<file path="src/rtl/ntt_pkg.sv">
// rtl/ntt_pkg.sv - shared constants and state type for the forward and inverse NTT address units
package ntt_pkg;

    localparam int PARAM_LOG_MAX_N_HALF = 4;
    localparam int NTT_ADDR_WIDTH       = 6;
    localparam int NTT_LOG_N            = 5;
    localparam int TW_INDEX_WIDTH       = PARAM_LOG_MAX_N_HALF;

    typedef enum logic [2:0] {
        IDLE  = 3'd0,
        CONF  = 3'd1,
        RND   = 3'd2,
        SCALE = 3'd3,
        DONE  = 3'd4
    } ntt_addr_state_t;

endpackage

</file>
<file path="src/rtl/ntt_we_decoder.sv">
// rtl/ntt_we_decoder.sv - one-hot-pair RAM write-enable decoder shared by the NTT address units
module ntt_we_decoder
    import ntt_pkg::*;
#(
    parameter int ADDR_WIDTH = NTT_ADDR_WIDTH
) (
    input  logic [ADDR_WIDTH-1:0]    waddr1,
    input  logic [ADDR_WIDTH-1:0]    waddr2,
    input  logic                     en,
    output logic [2**ADDR_WIDTH-1:0] we
);

    always_comb begin
        we = '0;
        if (en) begin
            we[waddr1] = 1'b1;
            we[waddr2] = 1'b1;
        end
    end

endmodule

</file>
<file path="src/rtl/intt_address_unit.sv">
// rtl/intt_address_unit.sv - inverse NTT (Gentleman-Sande) address generator with a final n^-1 scaling pass
module intt_address_unit
    import ntt_pkg::*;
#(
    parameter int ADDR_WIDTH = NTT_ADDR_WIDTH,
    parameter int LOG_N      = NTT_LOG_N
) (
    input  logic                      clk,
    input  logic                      rst_n,
    input  logic                      intt_start,
    input  logic                      single_bf,
    output logic [TW_INDEX_WIDTH-1:0] index,
    output logic                      update_m,
    output logic                      update_omega,
    output logic                      run_loop_o,
    output logic                      scale_o,
    output logic                      done_o,
    output logic [ADDR_WIDTH-1:0]     raddr1_o,
    output logic [ADDR_WIDTH-1:0]     raddr2_o,
    output logic [ADDR_WIDTH-1:0]     waddr1_o,
    output logic [ADDR_WIDTH-1:0]     waddr2_o,
    output logic [2**ADDR_WIDTH-1:0]  we_o
);

    localparam int               N      = 1 << LOG_N;
    localparam logic [LOG_N:0]   M_FULL = (LOG_N+1)'(N);
    localparam logic [LOG_N:0]   M_LAST = (LOG_N+1)'(2);
    localparam logic [LOG_N:0]   M_ONE  = (LOG_N+1)'(1);
    localparam logic [LOG_N-1:0] K_LAST = LOG_N'(N - 2);
    localparam logic [LOG_N-1:0] S_LAST = LOG_N'(N / 2 - 1);

    ntt_addr_state_t state, state_nxt;

    logic [LOG_N:0]            m, m_nxt;
    logic [LOG_N-1:0]          j, j_nxt;
    logic [LOG_N-1:0]          k, k_nxt;
    logic [LOG_N-1:0]          s, s_nxt;
    logic [TW_INDEX_WIDTH-1:0] index_nxt;
    logic                      update_m_nxt;
    logic                      update_omega_nxt;

    logic                      last_bf;
    logic                      k_more;
    logic                      j_more;
    logic [LOG_N:0]            k_step;

    logic [LOG_N:0]            m_reg;
    logic [LOG_N-1:0]          j_reg;
    logic [LOG_N-1:0]          k_reg;
    logic [LOG_N-1:0]          s_reg;
    logic                      scale_reg;
    logic                      run_reg;
    logic                      done_reg;

    logic [ADDR_WIDTH-1:0]     addr1;
    logic [ADDR_WIDTH-1:0]     addr2;
    logic                      wr_en;

    assign last_bf = (m == M_LAST) && (j == '0) && (k == K_LAST);
    assign k_step  = {1'b0, k} + m;
    assign k_more  = {1'b0, k} < (M_FULL - m);
    assign j_more  = {1'b0, j} < ((m >> 1) - M_ONE);

    always_ff @(posedge clk) begin
        if (!rst_n) begin
            state <= IDLE;
        end else begin
            state <= state_nxt;
        end
    end

    always_comb begin
        state_nxt = state;
        case (state)
            IDLE:    if (intt_start) state_nxt = CONF;
            CONF:    state_nxt = RND;
            RND:     if (last_bf) state_nxt = SCALE;
            SCALE:   if (s == S_LAST) state_nxt = DONE;
            DONE:    state_nxt = IDLE;
            default: state_nxt = IDLE;
        endcase
    end

    // Counter and twiddle-strobe updates; the stage setup is loaded on entry so CONF already presents it.
    always_comb begin
        m_nxt            = m;
        j_nxt            = j;
        k_nxt            = k;
        s_nxt            = s;
        index_nxt        = index;
        update_m_nxt     = 1'b0;
        update_omega_nxt = 1'b0;
        case (state)
            IDLE: begin
                if (intt_start) begin
                    m_nxt        = M_FULL;
                    j_nxt        = '0;
                    k_nxt        = '0;
                    index_nxt    = '0;
                    update_m_nxt = 1'b1;
                end
            end
            RND: begin
                if (!last_bf) begin
                    if (k_more) begin
                        k_nxt = k_step[LOG_N-1:0];
                    end else begin
                        k_nxt            = '0;
                        update_omega_nxt = 1'b1;
                        if (j_more) begin
                            j_nxt = j + LOG_N'(1);
                        end else begin
                            j_nxt        = '0;
                            m_nxt        = m >> 1;
                            index_nxt    = index + TW_INDEX_WIDTH'(1);
                            update_m_nxt = 1'b1;
                        end
                    end
                end
            end
            SCALE: begin
                s_nxt = (s == S_LAST) ? '0 : s + LOG_N'(1);
            end
            DONE: begin
                m_nxt     = M_FULL;
                j_nxt     = '0;
                k_nxt     = '0;
                index_nxt = '0;
            end
            default: begin
            end
        endcase
    end

    always_ff @(posedge clk) begin
        if (!rst_n) begin
            m            <= M_FULL;
            j            <= '0;
            k            <= '0;
            s            <= '0;
            index        <= '0;
            update_m     <= 1'b0;
            update_omega <= 1'b0;
        end else begin
            m            <= m_nxt;
            j            <= j_nxt;
            k            <= k_nxt;
            s            <= s_nxt;
            index        <= index_nxt;
            update_m     <= update_m_nxt;
            update_omega <= update_omega_nxt;
        end
    end

    // One-cycle delay lines match the twiddle ROM latency behind update_m/update_omega.
    always_ff @(posedge clk) begin
        if (!rst_n) begin
            m_reg     <= '0;
            j_reg     <= '0;
            k_reg     <= '0;
            s_reg     <= '0;
            scale_reg <= 1'b0;
            run_reg   <= 1'b0;
            done_reg  <= 1'b0;
        end else begin
            m_reg     <= m;
            j_reg     <= j;
            k_reg     <= k;
            s_reg     <= s;
            scale_reg <= (state == SCALE);
            run_reg   <= (state == RND) || (state == SCALE);
            done_reg  <= (state == DONE);
        end
    end

    always_comb begin
        if (scale_reg) begin
            addr1 = ADDR_WIDTH'({s_reg, 1'b0});
            addr2 = ADDR_WIDTH'({s_reg, 1'b1});
        end else begin
            addr1 = ADDR_WIDTH'(k_reg) + ADDR_WIDTH'(j_reg);
            addr2 = addr1 + ADDR_WIDTH'(m_reg >> 1);
        end
    end

    assign wr_en      = run_reg | single_bf;
    assign raddr1_o   = addr1;
    assign raddr2_o   = addr2;
    assign waddr1_o   = wr_en ? addr1 : '0;
    assign waddr2_o   = wr_en ? addr2 : ADDR_WIDTH'(1);
    assign run_loop_o = run_reg;
    assign scale_o    = scale_reg;
    assign done_o     = done_reg;

    ntt_we_decoder #(
        .ADDR_WIDTH (ADDR_WIDTH)
    ) u_we_decoder (
        .waddr1 (waddr1_o),
        .waddr2 (waddr2_o),
        .en     (wr_en),
        .we     (we_o)
    );

endmodule

</file>
<file path="config.mk">
export PLATFORM = sky130hd
export DESIGN_NAME = intt_address_unit
export DESIGN_NICKNAME = d
export VERILOG_FILES = /design/src/rtl/ntt_pkg.sv /design/src/rtl/ntt_we_decoder.sv /design/src/rtl/intt_address_unit.sv
export SDC_FILE = /design/constraint.sdc
export NUM_CORES = 1
export LEC_CHECK = 0
export ABC_AREA = 1
export CORE_ASPECT_RATIO = 1.75
export CORE_MARGIN = 1.5
export CORE_UTILIZATION = 51
export CTS_CLUSTER_DIAMETER = 60
export DETAILED_ROUTE_END_ITERATION = 12
export PLACE_DENSITY = 0.81
export SYNTH_ARGS = -nofsm -noshare
export SYNTH_HDL_FRONTEND = slang
export SYNTH_SLANG_ARGS = --single-unit
</file>
<file path="constraint.sdc">
create_clock -name clk -period 4 [get_ports clk]
set_input_delay 1 -clock clk [delete_from_list [all_inputs] [get_ports clk]]
set_output_delay 1 -clock clk [all_outputs]
set_load 0.005 [all_outputs]
</file>
==> results.py <==
metrics = {
    "drt": {
        "vias": 5818,
        "wire_per_inst_um": 18.74,
        "drt_iter0_markers": 441,
        "route.detailed.drc": 0,
        "viasPerCell": 5.812,
        "ant_nets": 0,
        "wl_um": 18760,
        "first_pass_iters": 8,
    },
    "synth": {
        "syn_nets": 717,
        "synthSimpleGateAreaFrac_pct": 40.75,
        "ys_seq_elements": 53,
        "synth_seq_area_share_pct": 24.13,
        "synthFlopType": "dfxtp_1",
        "synth_top_family_by_area": "simple AND/OR/NAND/NOR gates",
        "synth.most_common_cell": "nand2_1",
        "synth_top_area_share_pct": 24.13,
        "synthMuxAreaShare_pct": 0,
        "synthArstFlopShare_pct": 0,
        "synthTopCellsByCount": "161 x nand2_1, 103 x nand3_1, 96 x inv_1, 53 x dfxtp_1, 39 x nor2_1",
        "syn-cell-area_mm2": 0.004397,
        "synth_area_leaders": "dfxtp_1 24%, nand2_1 14%, nand3_1 12%",
        "synth_cell_types": 38,
        "synth_edf_count": 0,
        "synth_compound_area_share_pct": 9.249,
        "synthAdderAreaFrac_pct": 10.19,
        "yosysWarnings": 0,
        "synth.avg_cell_area_um2": 6.475,
        "synth_xor_area_share_pct": 3.386,
        "synth_top_area_cell": "dfxtp_1",
        "synthCells": 679,
    },
    "setup_path": {
        "rr_worst_depth": 15,
        "critPathKind": "flip-flop to primary output",
        "cp.arrival_ps": 3350,
        "cp_max_fo": 8,
        "rrSetupSlack_ps": 1160,
        "crit_buf_inv": 5,
        "cp_slowest_cell": "dfxtp_2",
        "crit_path_start": "j_reg[0]",
        "cp-end-kind": "primary output",
        "critical_path.cell_chain": "ha_4, inv_2, fa_2, nand3b_1, nand2_2, nand2_2, nand2_2, ha_4, nand2_4, inv_2, nand2_2, nand2_1, nor2_1, nand2_1, nand3_4, nand3_4, buf_6, nor2_4, buf_6, nand3_1, nand2_1, buf_2",
        "critPathMaxStageDelay_ps": 350,
        "crit_path_start_kind": "flip-flop",
        "worstReg2RegStart": "m[1]",
        "cp.required_ps": 3000,
        "crit_family": "simple AND/OR/NAND/NOR gates",
        "cp_common_cell": "nand2_2",
        "r2r-end": "index[3]",
    },
    "cells_and_area": {
        "finalInstanceArea_mm2": 0.006870,
        "fin_cells": 1001,
        "areaGrowthSynthToFinish_pct": 56.26,
        "final_util_pct": 82.65,
        "drive_gt1_share_pct": 40.07,
        "final_nets": 923,
        "diodes": 0,
        "largest_reg_flops": 11,
    },
    "hold_path": {
        "hold_end": "s_reg[4]",
        "hold_start": "s[4]",
        "min_path_type": "flip-flop to flip-flop",
        "whs_path_depth": 2,
    },
    "global_routing": {
        "grt_pass1_wl_um": 28030,
        "grt_pass1_vias": 5767,
        "antenna_found_initial": 0,
        "track_usage_pct": 39.11,
        "gr-total-overflow": 0,
        "grt_max_degree": 32,
    },
    "pwr": {
        "switching_power_mw": 0.9594,
        "switching_share_pct": 41.95,
        "peakVddDrop_v": 0.0005016,
        "clkPwrFrac_pct": 21.7,
        "power_frac_seq_pct": 27.3,
        "pwr-share-comb_pct": 51.0,
        "cellLeakagePower_nw": 3.751,
        "p_per_area_mw_per_mm2": 332.8,
        "power_mw": 2.287,
        "p_int_mw": 1.327,
    },
    "timing": {
        "slew_headroom_pct": 64.12,
        "post-route-min-period_ps": 4352,
        "slew_viol_final": 0,
        "finalHoldViolCount": 0,
        "fin_worst_skew_ps": 5.841,
        "worst_pin_slew_ps": 537.7,
        "fin_ws_ps": -351.7,
        "fin_tns_setup_ps": -15620,
        "setup_viol": 65,
        "min_period_over_period_pct": 108.8,
        "fmax_mhz": 229.8,
        "rsz0062_at_grt": "yes",
    },
    "placement": {
        "place_inst": 946,
        "post-dp-hpwl_um": 12430,
        "routabilityCongestion": 1.023,
        "portBuffers": 100,
        "dpl_cell_area_mm2": 0.006005,
    },
    "floorplanning": {
        "fp.dieArea_mm2": 0.009209,
        "coreArea_mm2": 0.008313,
        "start_util_pct": 52.89,
        "fp.dieW_um": 73.19,
        "die_y_um": 125.8,
        "ios": 101,
        "rows": 44,
    },
    "cts": {
        "cts.reportedPaths.clkPinSlew_ps": 70,
        "cts_max_level": 2,
        "clk_path_buf_depth": 2,
        "cts.sinks": 53,
        "clk_latency_ps": 300,
        "numCtsBuffers": 5,
        "cts-root-buf": "clkbuf_16",
        "cts_tree": "done",
    },
    "run_status": {
        "outcome": "complete, but fails checks",
        "violations": "setup timing",
    },
    "run": {
        "drv_cap": 0,
    },
}
power groups by stage:
stage / logic (mW) / registers [mW] / clock network, mW
after global routing: 1.25 / 0.627 / 0.515
after detailed placement: 0.914 / 0.629 / 0
after floorplan: 0.543 / 0.609 / 0
after global placement: 0.887 / 0.627 / 0
after CTS: 1.07 / 0.622 / 0.492
final: 1.17 / 0.624 / 0.497
routing by layer:
metal / wire length (µm) / track usage (%)
met1: 5830 / 34.38
met2: 9924 / 72.94
met3: 1291 / 7.040
met4: 1712 / 31.30
met5: 0 / 0
worst register-to-register path: stages (launching register included):
cell	delay [ps]
dfxtp_1	540
inv_1	200
ha_1	260
nand2_1	80
xnor2_1	120
ha_1	280
nand2_1	70
inv_1	30
o21ai_0	190
nand3_1	130
nand2_1	180
nand2_1	170
nand2_2	190
inv_2	100
nand3_1	80
a21oi_1	70
how the worst max path moves through the flow:
stage / to / slack (ps) / cells past startpoint
finish: we_o[42] / -350 / 22
CTS: we_o[40] / -170 / 22
global placement: we_o[54] / -200 / 19
global route: we_o[42] / -460 / 22
detailed placement: we_o[54] / -320 / 19
floorplan: we_o[38] / 430 / 19
layout make-up:
| class | count | area (µm²) |
|---|---|---|
| sequential | 53 | 1064 |
| inverter | 112 | 430.4 |
| clock buffer | 5 | 125.1 |
| fill | 542 | 1443 |
| tap | 115 | 143.9 |
| multi-input combinational | 496 | 3284 |
| timing repair buffer | 217 | 1779 |
| clock inverter | 3 | 43.79 |
per-stage QoR:
stage	hold WS (ps)	setup slack, ps
finish	445.5	-351.7
global route	479.6	-455.8
CTS	446.1	-167.7
detailed placement	437.9	-316.8
global placement	433.9	-203.5
floorplan	416.8	429.2
kinds of logic after synthesis:
family                   count (synthesis)
XOR/XNOR                                17
flip-flops                              53
AO/OA/AOI/OAI                           77
AND/OR/NAND/NOR                        368
buffers and inverters                  130
adder cells (fa/ha/maj)                 34
timing repair:
action / 4_1_cts / 5_1_grt
pin swaps: 30 / 39
resized for setup: 356 / 99
hold buffers: 0 / 0
setup endpoints to repair: 71 / 70
buffers inserted: 35 / 17
endpoints found under the hold margin: 0 / 0
gates cloned: 1 / 0
cells in the final DEF (no fill, tap or decap), types with 18 or more instances in the layout:
cell type	count
a21oi_1	18
buf_2	55
buf_4	81
buf_6	36
clkdlybuf4s50_1	30
dfxtp_1	51
ha_1	26
inv_1	87
inv_2	21
nand2_1	120
nand2_2	38
nand3_1	93
nor2_1	38
o21ai_2	28
No activity file was read; power rests on OpenSTA's default activity.
